File: config.mk
export PLATFORM = sky130hd
export DESIGN_NAME = uart_rx_param
export DESIGN_NICKNAME = d
export VERILOG_FILES = /design/src/rtl/uart_rx_param.sv
export SDC_FILE = /design/constraint.sdc
export NUM_CORES = 1
export LEC_CHECK = 0
export BUFFER_PORTS_ARGS = -buffer_cell sky130_fd_sc_hd__clkbuf_2
export CAP_MARGIN = 25
export CORE_ASPECT_RATIO = 1.4
export CORE_MARGIN = 3
export CORE_UTILIZATION = 58
export CTS_CLUSTER_DIAMETER = 120
export DETAILED_ROUTE_END_ITERATION = 10
export PLACE_DENSITY = 0.79
export SLEW_MARGIN = 0
export SYNTH_ARGS = -nofsm -noshare
export SYNTH_HDL_FRONTEND = slang
export SYNTH_SLANG_ARGS = --single-unit
File: constraint.sdc
create_clock -name clk -period 2.6 [get_ports clk]
set_input_delay 0.65 -clock clk [delete_from_list [all_inputs] [get_ports clk]]
set_output_delay 0.65 -clock clk [all_outputs]
set_load 0.1 [all_outputs]
File: src/rtl/uart_rx_param.sv
`timescale 1ns/1ps
// Parametrised UART receiver: mid-bit 3-sample majority vote, false-start rejection,
// framing/parity/overrun reporting and a valid/ready output holding register.
module uart_rx_param #(
    parameter int unsigned CLKS_PER_BIT = 8,
    parameter int unsigned DATA_BITS    = 8,
    parameter int unsigned PARITY_MODE  = 1,
    parameter int unsigned STOP_BITS    = 1,
    parameter int unsigned SYNC_STAGES  = 2
) (
    input  logic                 clk,
    input  logic                 reset,
    input  logic                 rx,
    output logic [DATA_BITS-1:0] data_out,
    output logic                 data_valid,
    input  logic                 data_ready,
    output logic                 parity_error,
    output logic                 framing_error,
    output logic                 overrun_error,
    output logic [2:0]           curr_state
);

    localparam int unsigned CNT_W = $clog2(CLKS_PER_BIT);
    localparam int unsigned IDX_W = $clog2(DATA_BITS + 1);
    localparam int unsigned MID   = CLKS_PER_BIT / 2;

    localparam logic [2:0] IDLE   = 3'd0;
    localparam logic [2:0] START  = 3'd1;
    localparam logic [2:0] DATA   = 3'd2;
    localparam logic [2:0] PARITY = 3'd3;
    localparam logic [2:0] STOP   = 3'd4;

    logic [SYNC_STAGES-1:0] sync_q;
    logic                   rx_s;
    logic                   rx_s_d;

    logic [2:0]             state, state_n;
    logic [CNT_W-1:0]       cnt, cnt_n;
    logic [IDX_W-1:0]       bit_idx, bit_idx_n;
    logic [1:0]             smp;
    logic [DATA_BITS-1:0]   shreg;
    logic                   par_bit;
    logic                   stop_err;

    logic                   at_res_c;
    logic                   at_end_c;
    logic                   vote_c;
    logic                   done_c;
    logic                   par_x_c;

    assign rx_s       = sync_q[SYNC_STAGES-1];
    assign curr_state = state;

    // Input synchroniser plus one-cycle delay for falling-edge detection
    always_ff @(posedge clk or negedge reset) begin
        if (!reset) begin
            sync_q <= '1;
            rx_s_d <= 1'b1;
        end else begin
            sync_q <= {sync_q[SYNC_STAGES-2:0], rx};
            rx_s_d <= rx_s;
        end
    end

    assign at_res_c = (cnt == CNT_W'(MID + 1));
    assign at_end_c = (cnt == CNT_W'(CLKS_PER_BIT - 1));
    assign vote_c   = (smp[0] & smp[1]) | (smp[0] & rx_s) | (smp[1] & rx_s);
    assign par_x_c  = (^shreg) ^ par_bit;

    always_ff @(posedge clk or negedge reset) begin
        if (!reset) begin
            state   <= IDLE;
            cnt     <= '0;
            bit_idx <= '0;
        end else begin
            state   <= state_n;
            cnt     <= cnt_n;
            bit_idx <= bit_idx_n;
        end
    end

    // Next-state logic; the last stop bit completes the frame at its resolve point
    always_comb begin
        state_n   = state;
        cnt_n     = at_end_c ? '0 : cnt + CNT_W'(1);
        bit_idx_n = bit_idx;
        done_c    = 1'b0;
        case (state)
            IDLE: begin
                cnt_n     = '0;
                bit_idx_n = '0;
                if (rx_s_d && !rx_s) begin
                    state_n = START;
                end
            end
            START: begin
                if (at_res_c && vote_c) begin
                    state_n = IDLE;
                    cnt_n   = '0;
                end else if (at_end_c) begin
                    state_n = DATA;
                end
            end
            DATA: begin
                if (at_end_c) begin
                    if (bit_idx == IDX_W'(DATA_BITS - 1)) begin
                        bit_idx_n = '0;
                        state_n   = (PARITY_MODE != 0) ? PARITY : STOP;
                    end else begin
                        bit_idx_n = bit_idx + IDX_W'(1);
                    end
                end
            end
            PARITY: begin
                if (at_end_c) begin
                    state_n = STOP;
                end
            end
            STOP: begin
                if (at_res_c && (bit_idx == IDX_W'(STOP_BITS - 1))) begin
                    state_n   = IDLE;
                    cnt_n     = '0;
                    bit_idx_n = '0;
                    done_c    = 1'b1;
                end else if (at_end_c) begin
                    bit_idx_n = bit_idx + IDX_W'(1);
                end
            end
            default: begin
                state_n   = IDLE;
                cnt_n     = '0;
                bit_idx_n = '0;
            end
        endcase
    end

    // Sampling, shift register and the output holding register
    always_ff @(posedge clk or negedge reset) begin
        if (!reset) begin
            smp           <= 2'b11;
            shreg         <= '0;
            par_bit       <= 1'b0;
            stop_err      <= 1'b0;
            data_out      <= '0;
            data_valid    <= 1'b0;
            parity_error  <= 1'b0;
            framing_error <= 1'b0;
            overrun_error <= 1'b0;
        end else begin
            if (cnt == CNT_W'(MID - 1)) smp[0] <= rx_s;
            if (cnt == CNT_W'(MID))     smp[1] <= rx_s;
            if (state == IDLE) stop_err <= 1'b0;
            if (at_res_c) begin
                case (state)
                    DATA:    shreg <= {vote_c, shreg[DATA_BITS-1:1]};
                    PARITY:  par_bit <= vote_c;
                    STOP:    if (!vote_c) stop_err <= 1'b1;
                    default: ;
                endcase
            end
            overrun_error <= 1'b0;
            if (done_c) begin
                data_out      <= shreg;
                parity_error  <= (PARITY_MODE == 1) ? par_x_c :
                                 (PARITY_MODE == 2) ? ~par_x_c : 1'b0;
                framing_error <= stop_err | ~vote_c;
                data_valid    <= 1'b1;
                overrun_error <= data_valid & ~data_ready;
            end else if (data_valid && data_ready) begin
                data_valid <= 1'b0;
            end
        end
    end

endmodule

# Word level (Yosys, flattened, before mapping)
# Cells that the tools add are included.
# Widths: inputs -> output; s select.
totals:
  regBits: 37
  latch_bits: 0
  ramBits: 0
  rom_bits: 0
  word_cells: 85
  memories: 0
op_classes:
  add_sub_neg: 2
  multipliers: 0
  div: 0
  magnitude_cmp: 0
  n_eq_ne: 16
  n_shift: 0
  muxes: 26
  n_bitwise: 11
  n_reduce_logical: 15
ops:
  columns: ["op", "count"]
  rows:
  - ["$mux 3", 10]
  - ["$mux 4", 4]
  - ["$pmux 3 s5", 1]
  - ["$eq 3x3->1 const B", 4]
  - ["$pmux 4 s3", 1]
  - ["$ne 2x2->1 const B", 5]
  - ["$eq 3x2->1 const B", 3]
  - ["$mux 1", 9]
  - ["$pmux 3 s3", 1]
  - ["$reduce_xor 8->1", 1]
  - ["$ne 3x3->1 const B", 2]
  - ["$reduce_and 6->1", 1]
  - ["$add 4x1->4 const B", 1]
  - ["$and 1x1->1", 4]
  - ["$eq 4x3->1 const B", 1]
  - ["$logic_and 1x1->1", 4]
  - ["$logic_not 4->1", 1]
  - ["$reduce_and 2->1", 2]
  - ["$reduce_or 2->1", 2]
  - ["$add 3x1->3 const B", 1]
  - ["$eq 3x1->1 const B", 1]
  - ["$logic_not 3->1", 1]
  - ["$not 1->1", 3]
  - ["$or 1x1->1", 3]
  - ["other kinds (4)", 4]

# Logic depth before layout (Yosys ltp)
depth:
  word_depth: 6
  mapped_depth: 7

# Least setup slack after synthesis
# No wires, ideal clock.
synth_path:
  path_kind: "register to register"
  start: "register state[2] (netlist: curr_state[2])"
  end: "register shreg[0]"
  setup_ns: 0.125
  arrival_ns: 1.989
  t_required_ns: 2.475
  path_slack_ns: 0.486
  stages_incl_launch_ff: 5
  path_buffers: 1
  path_cell_list: "dfrtp_1 -> buf_4 -> nand2b_4 -> nor3_2 -> mux2_2"
synth_between:
  elab_chain_cells: 2
synth_lines:
  columns: ["item", "line", "rtl"]
  rows:
  - ["start, declared", "37", "logic [2:0] state, state_n;"]
  - ["start signal, assigned", "76", "state <= state_n;"]
  - ["$eq 3x2->1", "154", "case (state)"]
  - ["$reduce_and 2->1 (no line)", null, null]
  - ["end signal, assigned", "155", "DATA: shreg <= {vote_c, shreg[DATA_BITS-1:1]};"]
  - ["end, declared", "41", "logic [DATA_BITS-1:0] shreg;"]
# No other way between the ends.
# A chain may end at the register's enable or synchronous reset.

# Worst setup path after layout
layout_path:
  start: "register state[2] (netlist: curr_state[2])"
  end: "output port curr_state[2]"
layout_lines:
  columns: ["item", "line", "rtl"]
  rows:
  - ["end, declared", "20", "output logic [2:0] curr_state"]
# No word-level cell between the ends.

==> flow_metrics.env <==
export IMPL_ioPinCount=19
export IMPL_hold_class="flip-flop to flip-flop"
export IMPL_final_cell_mix="dfrtp_1 (32), clkbuf_2 (18), mux2_2 (15)"
export IMPL_avgSynthCellArea_um2=12.7
export IMPL_grt_max_degree=38
export IMPL_cap_violations=0
export IMPL_worstPathArrival_ns=1.47
export IMPL_finalCritPeriodShare=0.817
export IMPL_syn_to_final_growth_pct=10.3
export IMPL_clk_path_buf_depth=2
export IMPL_fin_cells=204
export IMPL_grt_antenna_before_repair=0
export IMPL_synth_cell_type_count=48
export IMPL_numPortBuffers=18
export IMPL_postCtsResizedCells=0
export IMPL_layout_setup_ws_ns=0.476
export IMPL_drv_slew=0
export IMPL_dp_slack_ns=0.608
export IMPL_yosysWarnings=0
export IMPL_skew_ns=0.00431
export IMPL_fillers=238
export IMPL_hold_viol=0
export IMPL_synth_edf_count=0
export IMPL_place_inst=197
export IMPL_max_freq_ghz=0.471
export IMPL_async_flop_share=1.00
export IMPL_power_mw=1.74
export IMPL_placed_area_um2=1960
export IMPL_drtIter0Drc=40
export IMPL_synthCells=146
export IMPL_ant_nets=0
export IMPL_p_leak_nw=0.987
export IMPL_crit_buf_inv=1
export IMPL_dr_pass1_iters=4
export IMPL_final_nets=178
export IMPL_ys_ff_latch=37
export IMPL_clock_sink_count=37
export IMPL_clock_root_buffer="clkbuf_8"
export IMPL_power_density_nw_per_um2=852
export IMPL_status="finished, final reports clean"
export IMPL_place_congestion=0.774
export IMPL_clk_pin_slew_ns=0.07
export IMPL_cp_top_family="flip-flops"
export IMPL_required_ns=1.95
export IMPL_syn_nets=157
export IMPL_grt_setup_unrepaired="false"
export IMPL_grt_use_total=0.193
export IMPL_cts_tree="built"
export IMPL_post_route_drc_count=0
export IMPL_crit_chain="clkbuf_2"
export IMPL_start_kind="flip-flop"
export IMPL_period_needed_ns=2.12
export IMPL_postCtsSetupBuffers=0
export IMPL_die_width_um=53.8
export IMPL_ir_drop_uv=743
export IMPL_num_vias=1178
export IMPL_max_stage_delay_ns=0.64
export IMPL_cts_hold_buffers=0
export IMPL_clk_latency_ns=0.29
export IMPL_synthFlopType="dfrtp_1"
export IMPL_core_um2=2960
export IMPL_wl_per_cell_um=15.8
export IMPL_wl_um=3220
export IMPL_crit_type="flip-flop to output port"
export IMPL_cts_inserted_buffers=5
export IMPL_slew_headroom=0.411
export IMPL_crit_fanout=12
export IMPL_final_common_cell="dfrtp_1"
export IMPL_syn_area_um2=1850
export IMPL_antenna_cells=0
export IMPL_finalCoreUtilization=0.690
export IMPL_finalInstanceArea_um2=2050
export IMPL_via_per_inst=5.77
export IMPL_dp_hpwl_um=2380
export IMPL_fp_dieH_um=72.9
export IMPL_grt_pass1_vias=1200
export IMPL_dieArea_um2=3920
export IMPL_cp_end_kind="output port"
export IMPL_r2r_slack_ns=0.60
export IMPL_ys_seq_area_frac=0.503
export IMPL_layout_drive_gt1_share=0.359
export IMPL_setup_tns_ns=0
export IMPL_worst_slew_pin_transition_ns=0.884
export IMPL_cpMaxStageDelayCell="dfrtp_1"
export IMPL_setup_viol=0
export IMPL_grt_pass1_wl_um=5350
export IMPL_whs_ns=0.357
export IMPL_start_util=0.626
export IMPL_rows=23
export IMPL_grt_overflow_total=0
export IMPL_h_tree_depth=2
## path summary, 6_finish.rpt
| check | start | depth (start not counted) | to |
|---|---|---|---|
| worst max register to register | cnt[0]$_DFF_PN0_ | 6 | bit_idx[3]$_DFFE_PN0P_ |
| worst min-delay path | sync_q[0]$_DFF_PN1_ | 0 | sync_q[1]$_DFF_PN1_ |
| worst max-delay path | curr_state[2]$_DFFE_PN0P_ | 1 | curr_state[2] |
| min in group asynchronous | reset | 1 | curr_state[1]$_DFFE_PN0P_ |
| worst min register to register | sync_q[0]$_DFF_PN1_ | 0 | sync_q[1]$_DFF_PN1_ |
| max in group asynchronous | reset | 1 | data_out[5]$_DFFE_PN0P_ |
## area by class of cell
class,count,area (um2),area share
Timing Repair Buffer,18,90.1,0.0440
Inverter,8,30.0,0.0147
Sequential cell,37,932,0.456
Clock buffer,6,82.6,0.0404
Clock inverter,1,7.51,0.00367
Tap cell,37,46.3,0.0226
Multi-Input combinational cell,97,857,0.419
## per-layer routing
layer | GRT usage | wire (um) | up-vias
li1 | - | - | 565
met1 | 0.214 | 1380 | 584
met2 | 0.326 | 1660 | 23
met3 | 0.0552 | 127 | 6
met4 | 0.0938 | 60 | 0
met5 | 0 | 0 | -
## synth_stat cells, types with 2 or more instances
library cell,instances,area share
nand2b_1,2,0.0067
a21oi_1,5,0.013
a22o_1,2,0.0094
xnor2_1,4,0.019
nand3_1,3,0.0081
dfrtp_1,32,0.43
mux2_2,15,0.091
dfstp_2,5,0.071
a21oi_4,2,0.018
nor2b_1,2,0.0067
inv_1,8,0.016
nand2_1,9,0.018
o21ai_0,7,0.019
mux2_4,4,0.032
nor2_1,5,0.010
ha_1,7,0.047
buf_6,2,0.012
xor2_1,2,0.0094
## power breakdown
part	switching (mW)	internal [mW]	leakage [nW]
Clock	0.189	0.209	0.0433
Sequential	0.112	0.665	0.490
Combinational	0.357	0.210	0.454
Total	0.659	1.08	0.987
## cell families after synthesis
group / Yosys count / share of synthesized area
AO/OA/AOI/OAI: 29 / 0.126
flip-flops: 37 / 0.503
XOR/XNOR: 7 / 0.0405
AND/OR/NAND/NOR: 34 / 0.119
adder cells (fa/ha/maj): 8 / 0.0526
buffers and inverters: 12 / 0.0351
multiplexers: 19 / 0.123
## registers in the layout (all words and copies together) (netlist names)
register and cells:
cnt 3, curr_state 3, parity_error 1, overrun_error 1, framing_error 1, data_valid 1, sync_q 2, smp 2
data_out 8, shreg 8, rx_s_d 1, par_bit 1, bit_idx 4, stop_err 1
Power figures use the tool's default switching activity.
